## config.mk

```make
export PLATFORM = sky130hd
export DESIGN_NAME = array_mult_pipe
export DESIGN_NICKNAME = d
export VERILOG_FILES = /design/src/rtl/array_mult_pipe.sv
export SDC_FILE = /design/constraint.sdc
export NUM_CORES = 1
export LEC_CHECK = 0
export ABC_AREA = 1
export CAP_MARGIN = 0
export CORE_UTILIZATION = 30
export CTS_CLUSTER_SIZE = 28
export DETAILED_ROUTE_END_ITERATION = 10
export GPL_TIMING_DRIVEN = 1
export SYNTH_ARGS = -nofsm -noshare
export SYNTH_HDL_FRONTEND = slang
export SYNTH_SLANG_ARGS = --single-unit
```

## constraint.sdc

```tcl
create_clock -name clk -period 13.1 [get_ports clk]
set_input_delay 2.62 -clock clk [delete_from_list [all_inputs] [get_ports clk]]
set_output_delay 2.62 -clock clk [all_outputs]
set_load 0.005 [all_outputs]
```

## src/rtl/array_mult_pipe.sv

```systemverilog
// array_mult_pipe: pipelined carry-save array multiplier with a global valid/ready advance.
// Define ARRAY_MULT_SIGNED_EN for two's complement operands and product (Baugh-Wooley).
module array_mult_pipe #(
    parameter int WIDTH = 8,
    parameter int ROWS_PER_STAGE = 2
) (
    input  logic                 clk,
    input  logic                 reset_n,
    input  logic                 in_valid,
    output logic                 in_ready,
    input  logic [WIDTH-1:0]     a,
    input  logic [WIDTH-1:0]     b,
    output logic                 out_valid,
    input  logic                 out_ready,
    output logic [2*WIDTH-1:0]   p
);
    localparam int S = (WIDTH + ROWS_PER_STAGE - 1) / ROWS_PER_STAGE;

    typedef struct packed {
        logic [WIDTH-1:0] s;
        logic [WIDTH-1:0] c;
        logic [WIDTH-1:0] lo;
        logic [WIDTH-1:0] a;
        logic [WIDTH-1:0] b;
    } stage_t;

    stage_t             stage_q [S];
    stage_t             stage_d [S];
    logic [S-1:0]       v;
    logic [S:0]         v_in;
    logic               adv;
    logic [2*WIDTH-1:0] p_d;

    function automatic logic pp_bit(stage_t x, int i, int j);
`ifdef ARRAY_MULT_SIGNED_EN
        return (x.a[j] & x.b[i]) ^ ((i == WIDTH-1) != (j == WIDTH-1));
`else
        return x.a[j] & x.b[i];
`endif
    endfunction

    // Rows first..last-1; after each row the sum vector shifts down one weight and its LSB retires into lo.
    function automatic stage_t rows(stage_t x, int first, int last);
        stage_t y;
        logic [WIDTH-1:0] sv;
        logic [WIDTH-1:0] cv;
        logic pp;
        y = x;
        sv = '0;
        cv = '0;
        for (int i = 0; i < WIDTH; i++) begin
            if (i >= first && i < last) begin
                for (int j = 0; j < WIDTH; j++) begin
                    pp = pp_bit(y, i, j);
                    sv[j] = pp ^ y.s[j] ^ y.c[j];
                    cv[j] = (pp & y.s[j]) | (pp & y.c[j]) | (y.s[j] & y.c[j]);
                end
                y.lo[i] = sv[0];
                y.s = {1'b0, sv[WIDTH-1:1]};
                y.c = cv;
            end
        end
        return y;
    endfunction

    // Ripple merge of the high half; in signed mode the carry-in and MSB flip add the 2^W and 2^(2W-1) constants.
    function automatic logic [2*WIDTH-1:0] merge(stage_t x);
        logic [WIDTH-1:0] hi;
        logic rc;
`ifdef ARRAY_MULT_SIGNED_EN
        rc = 1'b1;
`else
        rc = 1'b0;
`endif
        hi = '0;
        for (int j = 0; j < WIDTH; j++) begin
            hi[j] = x.s[j] ^ x.c[j] ^ rc;
            rc = (x.s[j] & x.c[j]) | (rc & (x.s[j] ^ x.c[j]));
        end
`ifdef ARRAY_MULT_SIGNED_EN
        return {~hi[WIDTH-1], hi[WIDTH-2:0], x.lo};
`else
        return {hi, x.lo};
`endif
    endfunction

    assign adv      = ~out_valid | out_ready;
    assign in_ready = adv;
    assign v_in     = {v, in_valid};

    assign stage_d[0] = {{(3*WIDTH){1'b0}}, a, b};
    for (genvar k = 1; k < S; k++) begin : g_stage
        assign stage_d[k] = rows(stage_q[k-1], (k-1)*ROWS_PER_STAGE, k*ROWS_PER_STAGE);
    end
    assign p_d = merge(rows(stage_q[S-1], (S-1)*ROWS_PER_STAGE, WIDTH));

    always_ff @(posedge clk or negedge reset_n) begin
        if (!reset_n) begin
            v         <= '0;
            out_valid <= 1'b0;
            p         <= '0;
        end else if (adv) begin
            v         <= v_in[S-1:0];
            out_valid <= v_in[S];
            if (v_in[S]) p <= p_d;
        end
    end

    // Payload registers only load behind a valid token, so bubbles leave them untouched.
    always_ff @(posedge clk) begin
        for (int k = 0; k < S; k++)
            if (adv && v_in[k]) stage_q[k] <= stage_d[k];
    end
endmodule

```

* Yosys cells after proc, flatten, opt, wreduce, memory -nomap -nowiden *
Memory sizes are Yosys's and may differ from the RTL's.
Index checks and enable logic that the tools add are counted.

storage, ports and cells
  bits in registers = 21
  RAM bits = 156
  bits of input ports = 20
  output and inout bits = 18
  logic and storage cells = 544
  memories kept = 1

operators by class
  muxes and demuxes = 8
  bitwise gates (word level) = 527
  reductions and logical operators = 5

memory list
  name     words  bits a word  read ports  clocked after Yosys merged registers in  wr ports  line  source
  stage_q  4      39           4           0                                        4         27    stage_t stage_q [S];

operators with widths
  operator                                  count
  1-bit bitwise AND                         253
  1-bit XOR                                 134
  1-bit OR                                  127
  1-bit 2-to-1 mux                          8
  1-bit bitwise AND, first input constant   4
  1-bit bitwise AND, second input constant  4
  1-bit logical AND                         4
  1-bit XOR, second input constant          4
  2-bit AND reduction                       1
  1-bit NOT                                 1

* Longest topological paths before layout *
An unclocked memory read counts as a cell.

  depth after elaboration = 22
  depth in mapped cells = 16
  depth with buffers taken out = 15

* Worst setup path after synthesis *
Ideal clock, no wire load.

  path type = input to output
  start point = input out_ready
  end point = output in_ready
  data arrival time = 2.983 ns
  data required time = 10.480 ns
  setup slack = 7.497 ns
  cell stages on the path = 3
  buffers on the path = 1
  cells stage by stage = inv_1 -> nand2_2 -> buf_4

between the ends
  longest elaborated chain between the ends = 1

ends and longest elaborated chain
  element             line  source
  start: declaration  14    input logic out_ready,
  1-bit OR            87    assign adv = ~out_valid | out_ready;
  end: declaration    10    output logic in_ready,

Every way passes these cells.

* Worst setup path after layout *
Same ends and word-level chain as after synthesis.

==> metrics <==
Main synth FF type edfxtp_1; share of the synthesized area in the top cell type 56.2%; slew margin rel. 27.3%; RSZ-0062 raised after global routing false; area of the multi-input gates 0.00157 mm^2; Crit-path slowest cell clkdlybuf4s50_1; CTS tree built; Commonest cells post-synth edfxtp_1 (106), nand2_1 (104), inv_1 (85), fa_1 (48), dfrtp_1 (21); #FFs+latches synth 127; grt ovf 0; Levels on crit path 4; # rows 49; Post-CTS Resized 0; Least-Margin Pin Slew 1.09 ns; Switch Pwr 0.000562 W; hold path depth 0; yosys warns 0; Yosys top cell by area edfxtp_1; max_cap viols 0; syn avg cell area 13.9 um^2; WP data required 10.48 ns; clock slew at reported path FFs 0.06 ns; Int Power 0.00123 W; # IOs 38; Net Sw Frac 31.4%; HP Class flop to flop; Critical Path Source out_ready; fraction of layout cells with a size suffix above 1 6.91%; critical path type primary input to primary output; CP bufs+invs 3; nets 526; FF+latch area 0.00371 mm^2; post-CTS setup buffers 0; pin count of the biggest net entering global routing 31; Top delay family on crit path buffers and inverters; Initial DRT Pass Iterations 5; Static Leak 3.09 nW; DRC 0; PD cells 260 mW/mm^2; total number of vias 2761; die height 139 um; Vias per Instance 3.99; initial DRC count 146; largest cells by area after synthesis edfxtp_1 (56%), fa_1 (17%), dfrtp_1 (9.3%); Critical R2R Launch stage_q[3][6]; CTS max path bufs 2; HPWL after detailed placement 5840 um; asr flop ratio synth 16.5%; antenna cells 0; status finished clean; R2R Path End p[14]; Post-synth EDFFs 106; Wirelength per Cell 11.4 um; hold path endpoint stage_q[2][6]; Final period util 51.1%; DP Cell Count 660; Layout area overhead 21.3%; Peak Freq 149 MHz; CORE AREA 0.0182 mm^2; number of I/O port buffers 37; Setup-failing EPs final 0; power consumption 0.00179 W; Root Driver clkbuf_16; GR Util All Layers 9.09%; setup_tns 0 ns; first-pass GRT wire length 13600 um; crit start category primary input; Post-CTS Hold Buffers 0; synthesized area 0.00567 mm^2; Most common cell on crit path clkdlybuf4s50_1; synthesized net count 483; htree depth 4; die boundary width 139 um; Post-Route WL 7910 um; max-slew violation count 0; non-filler cells, final 692; worst reg2reg setup slack 8.53 ns; post-synthesis cell type count 14; Peak VDD IR 0.101 mV; sequential power share 41.2%; Routed Antenna Nets 0; Finished Core Util 37.7%; WP data arrival 4.08 ns; Routability Congestion 0.734; synthesized instance count 407; clock share of power 27.0%; Clock Latency Late Sink 0.40 ns; critical-path maximum fanout 24; CTS Sinks 127; sequential area share after synthesis 65.5%; final hold vios 0; min-delay src stage_q[1][6]; number of antenna violations at the first check in global routing 0; vias in the first global route 2864; min Tclk post-route 6.70 ns; CP endpoint kind primary output; crit-path max cell delay 0.59 ns; Layout Skew 0.0103 ns; # fillers 1706; Combinational Power Share 31.8%; most common cell in the netlist edfxtp_1; TritonCTS Buffers 17; Initial Utilization 31.1%; Die ar. 0.0194 mm^2; reg2reg path depth 13; crit path cell chain clkdlybuf4s50_1 -> inv_1 -> nand2_2 -> clkdlybuf4s50_1
cell type report:
| class | instances | share of cell area (%) |
|---|---|---|
| Clock buffer | 18 | 6.24 |
| Clock inverter | 14 | 2.77 |
| Inverter | 85 | 4.64 |
| Multi-Input combinational cell | 182 | 22.8 |
| Sequential cell | 127 | 54.0 |
| Tap cell | 229 | 4.17 |
| Timing Repair Buffer | 37 | 5.39 |
layer usage:
| metal | GRT usage, % | wire length (um) | up-vias |
|---|---|---|---|
| li1 | - | - | 1365 |
| met1 | 10.8 | 3680 | 1340 |
| met2 | 14.6 | 3830 | 51 |
| met3 | 3.89 | 346 | 5 |
| met4 | 3.51 | 60 | 0 |
| met5 | 0 | 0 | - |
sequential cells by signal, indices dropped and copies added, names as in the netlist:
name,flops
stage_q,106
v,4
p,16
out_valid,1
worst max path at each step:
stage | endpoint
after detailed placement | in_ready
after floorplan | in_ready
after CTS | in_ready
final | in_ready
after global placement | in_ready
after global routing | in_ready
power groups by stage:
| stage | clock, W | combinational, W | sequential, W |
|---|---|---|---|
| finish | 0.000484 | 0.000570 | 0.000737 |
| global route | 0.000511 | 0.000668 | 0.000757 |
| CTS | 0.000493 | 0.000596 | 0.000741 |
| detailed placement | 0 | 0.000584 | 0.000748 |
| global placement | 0 | 0.000572 | 0.000741 |
| floorplan | 0 | 0.000430 | 0.000707 |
layout by cell type (no fill, tap or decap), drive strengths merged, types with 4 or more instances in the layout:
cell	Yosys	final
inv	85	86
edfxtp	106	106
bufinv	0	4
nand3	19	19
fa	48	48
clkdlybuf4s50	0	37
ha	8	8
nand2	106	106
dfrtp	21	21
clkbuf	8	18
clkinv	0	8
cell families after synthesis:
group                      synth area share [%]
AOI/OAI and AO/OA                        0.0883
and+or+nand+nor                            8.88
buffers and inverters                      6.85
adders and majority gates                  18.7
DFF                                        65.5
per-stage QoR:
step	hold slack (ns)	setup WS (ns)	instance area (um^2)
2_1_floorplan	0.400	7.50	5670
3_3_place_gp	0.407	6.41	6250
3_5_place_dp	0.406	6.39	6250
4_1_cts	0.424	6.39	6870
5_1_grt	0.425	6.33	6870
6_report	0.420	6.40	6870
Note: power is estimated with default switching activity, not from simulation.
